### src/rtl/traffic_pkg.sv
// Shared encodings for the traffic-light controller and its interval timer.
// Selector codes, light outputs and controller state names.
package traffic_pkg;

  localparam logic [1:0] BASE_SELECT = 2'd0;
  localparam logic [1:0] EXT_SELECT  = 2'd1;
  localparam logic [1:0] YEL_SELECT  = 2'd2;
  localparam logic [1:0] ZERO_SELECT = 2'd3;

  typedef enum logic [1:0] {
    RED    = 2'b00,
    YELLOW = 2'b01,
    GREEN  = 2'b10
  } light_t;

  typedef enum logic [2:0] {
    MAIN_GREEN  = 3'd0,
    MAIN_EXT    = 3'd1,
    MAIN_YELLOW = 3'd2,
    SIDE_GREEN  = 3'd3,
    SIDE_YELLOW = 3'd4
  } traffic_state_t;

endpackage

### src/rtl/tick_divider.sv
// One-second strobe generator: free-running modulo-DIV_COUNT counter.
// clear restarts the count so a fresh interval gets a full first second.
module tick_divider #(
  parameter int DIV_COUNT = 100000000
) (
  input  logic clk,
  input  logic reset,
  input  logic clear,
  output logic tick
);

  localparam int CW = (DIV_COUNT > 1) ? $clog2(DIV_COUNT) : 1;
  localparam logic [CW-1:0] LAST = CW'(DIV_COUNT - 1);

  logic [CW-1:0] divCount;

  always_ff @(posedge clk) begin
    if (reset || clear) begin
      divCount <= '0;
    end else if (divCount == LAST) begin
      divCount <= '0;
    end else begin
      divCount <= divCount + CW'(1);
    end
  end

  assign tick = (divCount == LAST);

endmodule

### src/rtl/interval_timer.sv
// Programmable seconds-interval timer sequencing the traffic-light FSM.
// Loads a selected interval on start and pulses expired when it runs out.
module interval_timer
  import traffic_pkg::*;
#(
  parameter int DIV_COUNT    = 100000000,
  parameter int VAL_W        = 4,
  parameter int BASE_DEFAULT = 6,
  parameter int EXT_DEFAULT  = 3,
  parameter int YEL_DEFAULT  = 2
) (
  input  logic             clk,
  input  logic             reset,
  input  logic             start_timer,
  input  logic [1:0]       time_param,
  input  logic             prog_sync,
  input  logic [1:0]       prog_sel,
  input  logic [VAL_W-1:0] prog_value,
  output logic             expired,
  output logic             busy,
  output logic [VAL_W-1:0] remaining,
  output logic             tick
);

  logic [VAL_W-1:0] baseVal;
  logic [VAL_W-1:0] extVal;
  logic [VAL_W-1:0] yelVal;
  logic [VAL_W-1:0] selVal;

  tick_divider #(
    .DIV_COUNT(DIV_COUNT)
  ) uDivider (
    .clk  (clk),
    .reset(reset),
    .clear(start_timer),
    .tick (tick)
  );

  always_comb begin
    selVal = '0;
    unique case (1'b1)
      (time_param == BASE_SELECT): selVal = baseVal;
      (time_param == EXT_SELECT):  selVal = extVal;
      (time_param == YEL_SELECT):  selVal = yelVal;
      default:                     selVal = '0;
    endcase
  end

  // Start has priority over the terminal tick, so a restart never expires.
  always_ff @(posedge clk) begin
    if (reset) begin
      baseVal   <= VAL_W'(BASE_DEFAULT);
      extVal    <= VAL_W'(EXT_DEFAULT);
      yelVal    <= VAL_W'(YEL_DEFAULT);
      remaining <= '0;
      busy      <= 1'b0;
      expired   <= 1'b0;
    end else begin
      expired <= 1'b0;
      if (prog_sync) begin
        case (prog_sel)
          BASE_SELECT: baseVal <= prog_value;
          EXT_SELECT:  extVal  <= prog_value;
          YEL_SELECT:  yelVal  <= prog_value;
          default:     ;
        endcase
      end
      if (start_timer) begin
        remaining <= selVal;
        busy      <= (selVal != '0);
        expired   <= (selVal == '0);
      end else if (tick && busy) begin
        remaining <= remaining - VAL_W'(1);
        if (remaining == VAL_W'(1)) begin
          busy    <= 1'b0;
          expired <= 1'b1;
        end
      end
    end
  end

endmodule

### config.mk
export PLATFORM = sky130hd
export DESIGN_NAME = interval_timer
export DESIGN_NICKNAME = d
export VERILOG_FILES = /design/src/rtl/traffic_pkg.sv /design/src/rtl/tick_divider.sv /design/src/rtl/interval_timer.sv
export SDC_FILE = /design/constraint.sdc
export NUM_CORES = 1
export LEC_CHECK = 0
export CAP_MARGIN = 20
export CORE_MARGIN = 3
export CORE_UTILIZATION = 40
export DETAILED_ROUTE_END_ITERATION = 16
export MAX_ROUTING_LAYER = met4
export SLEW_MARGIN = 10
export SYNTH_ARGS = -nofsm -noshare
export SYNTH_HDL_FRONTEND = slang
export SYNTH_SLANG_ARGS = --single-unit
### constraint.sdc
create_clock -name clk -period 1.8 [get_ports clk]
set_input_delay 0.36 -clock clk [delete_from_list [all_inputs] [get_ports clk]]
set_output_delay 0.36 -clock clk [all_outputs]
set_load 0.01 [all_outputs]
# ---- Yosys cells after proc, flatten, opt, wreduce, memory -nomap -nowiden
# Cells that the tools add are included.
dict set report classes {
  shift 0
  n_bitwise 0
  div 0
  mux 9
  mul 0
  reduce_logical 13
  eq_ne 6
  n_addsub 2
  order_cmp 0
}
# op count
set op_table {}
lappend op_table {{adder 27 x 1 -> 27 bit, second input constant} 1}
lappend op_table {{equality test 27 bit, second input constant} 1}
lappend op_table {{case mux 4 bit (3 select lines)} 1}
lappend op_table {{two-way mux 4 bit} 2}
lappend op_table {{AND reduction 2 bit} 4}
lappend op_table {{two-way mux 1 bit} 6}
lappend op_table {{equality test 2 x 1 -> 1 bit, second input constant} 2}
lappend op_table {{equality test 2 bit, second input constant} 2}
lappend op_table {{equality test 4 x 1 -> 1 bit, second input constant} 1}
lappend op_table {{logical NOT 2 bit} 2}
lappend op_table {{logical NOT 4 bit} 1}
lappend op_table {{nonzero test 2 bit} 2}
lappend op_table {{nonzero test 4 bit} 1}
lappend op_table {{subtractor 4 x 1 -> 4 bit, second input constant} 1}
lappend op_table {{OR reduction 2 bit} 1}
lappend op_table {{logical AND 1 bit} 1}
lappend op_table {{logical OR 1 bit} 1}
dict set report totals {
  output_inout_bits 7
  regBits 45
  latch_bits 0
  mem_bits_ro 0
  ramBits 0
  elab_cells 37
  in_bits 12
  memories 0
}

# ---- Logic depth before layout (Yosys ltp)
# Gate-level depths: netlist (run 1).
dict set report depth {
  ltp_word 4
  ltp_mapped 7
  depth_no_buf 6
}

# ---- Hierarchy
# Synthesis (run 1) repeated with hierarchy kept, for this count alone.
dict set report unflattened {
  hier_cells 241
  hier_area_um2 2240.9
}
# module cells_per_inst area_each_um2 instances seq_area_each_um2
set modules_own_cells {}
lappend modules_own_cells {tick_divider 157 1410.1 1 540.5}
lappend modules_own_cells {interval_timer 84 830.8 1 360.3}

# ---- Worst setup path after synthesis (run 1)
# No wires, ideal clock.
dict set report synth_path {
  path_kind {reg-to-reg}
  from {reg uDivider.divCount[0]}
  to {reg busy}
  path_stages_with_launch 7
  required_time_ps 1683
  path_buffers 1
  t_arrival_ps 1757
  slack_ps -74
  setup_ps 117
  period_less_slack_ps 1874
  path_cell_list {dfxtp_1 -> ha_1 -> and3_1 -> buf_4 -> nand4_1 -> or4_1 -> a32o_1}
}
dict set report synth_between {
  elab_chain_cells 4
}
# item line_no
set synth_rtl {}
lappend synth_rtl {{start: declaration} tick_divider.sv:15} ;# logic [CW-1:0] divCount;
lappend synth_rtl {{start signal: assignment} tick_divider.sv:23} ;# divCount <= divCount + CW'(1);
lappend synth_rtl {{equality test 27 bit} tick_divider.sv:27} ;# assign tick = (divCount == LAST);
lappend synth_rtl {{logical AND 1 bit} interval_timer.sv:72} ;# end else if (tick && busy) begin
lappend synth_rtl {{nonzero test 2 bit (no line)} --}
lappend synth_rtl {{AND reduction 2 bit (no line)} --}
lappend synth_rtl {{end signal: assignment} interval_timer.sv:70} ;# busy <= (selVal != '0);
lappend synth_rtl {{end: declaration} interval_timer.sv:20} ;# output logic busy,
# No other way between the ends.
# A chain may end at the register's enable or synchronous reset.

# ---- Worst setup path after layout (run 1)
dict set report layout_path {
  from {reg uDivider.divCount[11]}
  to {reg uDivider.divCount[2]}
}
dict set report layout_between {
  elab_chain_cells 2
}
# item line_no
set layout_rtl {}
lappend layout_rtl {{equality test 27 bit} tick_divider.sv:20} ;# end else if (divCount == LAST) begin
lappend layout_rtl {{OR reduction 2 bit (no line)} --}
# No other way between the ends.

==> flow_summary.ini, run 1 <==
[floorplanning]
start_util = 0.430
die_y_um = 81.7
io_pins = 19
die_area_um2 = 6670
die_x_um = 81.7
fp.coreArea_um2 = 5340
rows = 26

[status]
violations = negative setup slack
status = complete, but fails checks

[routing]
viasPerCell = 5.46
via_count = 2191
firstDrtPassIters = 4
antenna_left = 0
wl_per_cell_um = 14.6
drt-initial-drc-count = 109
wirelength_um = 5850
drc_errors = 0

[finish]
final_area_um2 = 3280
area_growth_pct = 43.1
final_cell_mix = buf_4 (52), dfxtp_1 (41), nor2_1 (20), nand4_1 (16), clkdlybuf4s50_1 (16)
drive_above_1_share = 0.323
layout.nets = 345
n_fill_cell = 480
layout_commonest_cell = buf_4
antenna_cells = 0

[global_routing]
grt_pass1_vias = 2011
overflow = 0
grt_pass1_wl_um = 9450
antenna_found_initial = 0
grt_max_degree = 21
gr-usage-all-layers = 0.190

[logic_synthesis]
avgSynthCellArea_um2 = 8.95
yosysUniqueCellTypes = 45
yosys_warnings = 0
synthCells = 256
synth.net_count = 271
ys_ff_latch = 45
synth_seq_area_share = 0.393
syn_area_um2 = 2290

[power]
leakage_nw = 1.22
p_per_area_nw_per_um2 = 633
clock_power_share = 0.385
p_total_mw = 2.08
p_sw_frac = 0.227
peakVddDrop_mv = 0.440
pwr-share-seq = 0.502
switchingPower_mw = 0.471
intPower_mw = 1.61
p_comb_frac = 0.113

[critical_path]
cp_max_fo = 8
slowest_delay_ns = 0.34
end_kind = register
crit_path_top_delay_cell = dfxtp_2
critPathBufInv = 4
crit_type = register to register
worstPathArrival_ns = 2.03
cp_top_family = buffers and inverters
required_ns = 1.99
worstSetupStartpointType = register
path_cells = nor4b_4 > nand3_2 > buf_6 > buf_6 > o31ai_4 > buf_12 > buf_12 > nor2_1

[cts]
clk_pin_slew_ns = 0.09
htreeDepth = 2
cts_tree = done
insertion_delay_ns = 0.30
cts_buffers = 5
cts_num_sinks = 45
clockBufferDepth = 2
cts-root-buf = clkbuf_8

[sta]
rsz0062_at_grt = true
finalMaxSlewViolations = 0
fmax_mhz = 544
worst_clock_skew_ns = 0.00846
finalSetupViolCount = 15
slew_headroom = 0.749
fin_ws_ns = -0.0385
fin_crit_ns = 1.84
tightest_slew_ns = 0.372
fin_crit_sh = 1.02
hold_viol_final = 0

[hold_path]
min_path_type = register to register

[placement]
place.port_buffers = 18
gp_congestion = 0.835
place_hpwl_um = 4260
dpl_cell_area_um2 = 2920

[flow_run]
max-cap-violations = 0
[layer usage]
layer / GRT usage / wire length [µm] / share of wire
met1: 0.258 / 2890 / 0.50
met2: 0.282 / 2670 / 0.46
met3: 0.0406 / 204 / 0.035
met4: 0.0615 / 81 / 0.014
met5: - / 0 / 0
[Yosys cell counts (all sizes together)]
cell,instances,share of area
a211oi,1,0.0033
a211o,5,0.019
and4,6,0.023
nor4,3,0.015
buf,7,0.017
dfxtp,45,0.39
o211ai,3,0.0098
ha,3,0.016
o2bb2ai,3,0.011
nand2b,2,0.0055
o31ai,8,0.032
nand3,13,0.033
or4,11,0.036
and3,3,0.010
a32o,1,0.0044
nor3b,1,0.0033
nor3,6,0.013
a2bb2oi,2,0.0076
xor2,10,0.038
nand4,17,0.049
and2,1,0.0027
or3b,1,0.0038
o31a,1,0.0038
mux2i,11,0.048
nor2,30,0.049
o21ai,7,0.015
clkbuf,5,0.0082
nor2b,4,0.011
nand2,11,0.018
or3,4,0.011
xnor2,3,0.011
a21oi,13,0.028
nor4b,3,0.018
inv,6,0.0098
nand3b,3,0.0098
o41ai,1,0.0038
a22oi,1,0.0033
a41oi,1,0.0038
[final timing paths]
| check | startpoint | endpoint | depth (start not counted) | slack [ns] |
|---|---|---|---|---|
| worst min-delay path | yelVal[1]$_SDFFE_PP1P_ | yelVal[1]$_SDFFE_PP1P_ | 1 | 0.48 |
| worst min register to register | yelVal[1]$_SDFFE_PP1P_ | yelVal[1]$_SDFFE_PP1P_ | 1 | 0.48 |
| worst max register to register | uDivider.divCount[11]$_SDFF_PP0_ | uDivider.divCount[2]$_SDFF_PP0_ | 8 | -0.04 |
| worst max-delay path | uDivider.divCount[11]$_SDFF_PP0_ | uDivider.divCount[2]$_SDFF_PP0_ | 8 | -0.04 |
[flip-flops by register name (all words and copies together) (netlist names)]
| register | flops |
|---|---|
| remaining | 4 |
| busy | 1 |
| uDivider.divCount | 27 |
| baseVal | 4 |
| yelVal | 4 |
| expired | 1 |
| extVal | 4 |
[worst register-to-register path, stage by stage, from the launching register on]
cell and delay (ns):
dfxtp_2 0.34, nor4b_4 0.33, nand3_2 0.15, buf_6 0.16, buf_6 0.11, o31ai_4 0.27, buf_12 0.18, buf_12 0.16
nor2_1 0.05
[power by group through the flow]
stage	Sequential [mW]	Combinational (mW)	Clock (mW)
after floorplan	1.06	0.0986	0
after global placement	1.06	0.200	0
after detailed placement	1.06	0.201	0
after CTS	1.04	0.207	0.821
after global routing	1.05	0.258	0.861
final	1.04	0.235	0.798
[cell families (layout without fill, tap and decap cells)]
logic type,after synthesis,in the layout,share of synthesized area
adders and majority gates,3,3,0.0164
AOI/OAI and AO/OA,47,47,0.146
DFF,45,45,0.393
xor gates and xnor gates,13,13,0.0497
and+or+nand+nor,119,119,0.311
buffers and inverters,18,93,0.0355
muxes,11,11,0.0480
[repair_timing]
action	in CTS	in global routing
setup buffers	2	2
pin swaps	5	14
resized for setup	14	40
setup endpoints to repair	26	29
hold buffers	0	0
gates cloned	0	1
[area by class of cell]
type,count,area (µm²),share of cell area
Clock buffer,7,86.3,0.0263
Clock inverter,1,30.0,0.00916
Inverter,6,22.5,0.00687
Multi-Input combinational cell,193,1440,0.439
Sequential cell,45,906,0.276
Tap cell,70,87.6,0.0267
Timing Repair Buffer,79,708,0.216
[stage by stage]
step                      hold slack, ns  worst slack (ns)  TNS, ns  std cells   util
after floorplan                    0.428           0.00412        0        256      -
after global placement             0.453            -0.378    -1.70        388  0.548
after detailed placement           0.454            -0.388    -2.38        388  0.548
after CTS                          0.474           -0.0230  -0.0284        398  0.580
after global routing               0.494            -0.121    -2.67        401  0.615
final                              0.476           -0.0385   -0.323        401  0.615
No activity file was read; power rests on OpenSTA's default activity.
==> run 2: changes to the inputs <==
CTS_CLUSTER_SIZE = 28   (was default)
==> results of run 2 <==
Final layout, timing and power as in run 1 (identical DEF).
==> run 3: changes to the inputs <==
CAP_MARGIN = default   (was 20)
CORE_UTILIZATION = 52   (was 40)
PLACE_DENSITY = 0.76   (was default)
==> run 3 against run 2 <==
Net effect:
- the flow still finishes with violations (negative setup slack)
- sequential share of layout area increased by 1.6 points
- design area decreased by 5.2%
- utilization increased by 14 points
- routed wire length increased by 4.2%
- clock skew decreased by 0.00072 ns
- cell count decreased by 5.2%
- die area decreased by 21%
- critical path type unchanged
==> flow_summary.ini, run 3 (synthesized netlist as in run 1, its figures left out) <==
[critical_path]
r2r_end = uDivider.divCount[21]$_SDFF_PP0_
worstSetupStartpoint = uDivider.divCount[10]$_SDFF_PP0_
rrSetupSlack_ns = -0.006
crit_type = register to register
r2r_start = uDivider.divCount[10]$_SDFF_PP0_
worstPathArrival_ns = 1.98
crit_path_end = uDivider.divCount[21]$_SDFF_PP0_
worstSetupStartpointType = register
end_kind = register
required_ns = 1.98
cp_max_fo = 13
r2r_cells = 8

[routing]
firstDrtPassIters = 4
wl_per_cell_um = 16.0
antenna_left = 0
wirelength_um = 6090
drc_errors = 0
drt-initial-drc-count = 209
via_count = 2301
viasPerCell = 6.06

[floorplanning]
io_pins = 19
fp.coreArea_um2 = 4120
die_x_um = 72.4
die_area_um2 = 5240
start_util = 0.557
die_y_um = 72.4
rows = 23

[finish]
regMostFlops = uDivider.divCount
fin_util = 0.756
largest_reg_flops = 27
area_growth_pct = 35.7
drive_above_1_share = 0.273
layout.nets = 344
finalNonFillerCells = 380
antenna_cells = 0
layout_commonest_cell = buf_4
final_cell_mix = buf_4 (56), dfxtp_1 (39), nor2_1 (30), nand4_1 (16), clkdlybuf4s50_1 (16)

[sta]
hold_ws_ns = 0.477
tightest_slew_ns = 0.326
finalSetupViolCount = 1
fmax_mhz = 554
slew_headroom = 0.782
fin_ws_ns = -0.00586
fin_crit_sh = 1.00
finalMaxSlewViolations = 0
fin_crit_ns = 1.81
rsz0062_at_grt = true
hold_viol_final = 0
worst_clock_skew_ns = 0.00774

[global_routing]
overflow = 0
gr-usage-all-layers = 0.234
grt_pass1_wl_um = 9460
grt_max_degree = 28
grt_pass1_vias = 2129
antenna_found_initial = 0

[cts]
clockBufferDepth = 2
ctsHoldBuffers = 0
clk_pin_slew_ns = 0.09
cts_num_sinks = 45
insertion_delay_ns = 0.30
cts_buffers = 5
cts_tree = done
htreeDepth = 2
cts-root-buf = clkbuf_8

[placement]
place.port_buffers = 18
placedCellCount = 363
place_ws_ns = -0.457
place_hpwl_um = 4030
gp_congestion = 0.810

[power]
p_per_area_nw_per_um2 = 610
leakage_nw = 1.20
p_total_mw = 1.90
peakVddDrop_mv = 0.556

[status]
status = complete, but fails checks
violations = negative setup slack

[hold_path]
min_path_type = register to register

[flow_run]
max-cap-violations = 0
[run 3: through the flow]
stage | TNS [ns] | cell area (µm²)
2_1_floorplan | 0 | 2300
3_3_place_gp | -0.811 | 2870
3_5_place_dp | -1.38 | 2870
4_1_cts | -0.00228 | 3020
5_1_grt | -0.400 | 3110
6_report | -0.00586 | 3110
[run 3: power by group]
| part | switching [mW] | total, mW | internal (mW) |
|---|---|---|---|
| Sequential | 0.0231 | 1.04 | 1.02 |
| Clock | 0.358 | 0.632 | 0.274 |
| Combinational | 0.0988 | 0.221 | 0.122 |
[run 3: what timing repair did]
item | in CTS | in global routing
pin swaps | 6 | 5
endpoints found under the setup margin | 5 | 17
gates cloned | 0 | 2
buffers inserted | 5 | 2
endpoints found under the hold margin | 0 | 0
resized for setup | 13 | 9
[run 3: final cells by class]
class,instances,area [µm²]
Clock inverter,2,15.0
Tap cell,50,62.6
Inverter,6,22.5
Clock buffer,6,72.6
Multi-Input combinational cell,193,1350
Sequential cell,45,908
Timing Repair Buffer,78,676
Fill cell,295,1000
[run 3: worst min path at each step]
stage	startpoint	to	slack, ns	cells after the start
3_5_place_dp	yelVal[1]$_SDFFE_PP1P_	yelVal[1]$_SDFFE_PP1P_	0.46	1
4_1_cts	yelVal[1]$_SDFFE_PP1P_	yelVal[1]$_SDFFE_PP1P_	0.48	1
6_report	yelVal[1]$_SDFFE_PP1P_	yelVal[1]$_SDFFE_PP1P_	0.48	1
5_1_grt	extVal[1]$_SDFFE_PP1P_	extVal[1]$_SDFFE_PP1P_	0.51	1
3_3_place_gp	extVal[1]$_SDFFE_PP1P_	extVal[1]$_SDFFE_PP1P_	0.46	1
2_1_floorplan	uDivider.divCount[0]$_SDFF_PP0_	uDivider.divCount[0]$_SDFF_PP0_	0.43	1
[run 3: layer usage]
layer / track usage / routed length (µm) / vias up / part of all wire
met5: - / 0 / - / 0
met4: 0.0820 / 142 / 0 / 0.023
met3: 0.0526 / 282 / 17 / 0.046
met2: 0.342 / 2760 / 69 / 0.45
met1: 0.318 / 2910 / 1100 / 0.48
li1: - / - / 1115 / -
[run 3: critical path: stages, from the launching register on]
cell and delay [ns]:
dfxtp_2 0.34, nor4_4 0.31, nand3_2 0.15, buf_6 0.14
buf_4 0.13, o31ai_4 0.19, buf_4 0.19, clkbuf_16 0.17
a21oi_1 0.05
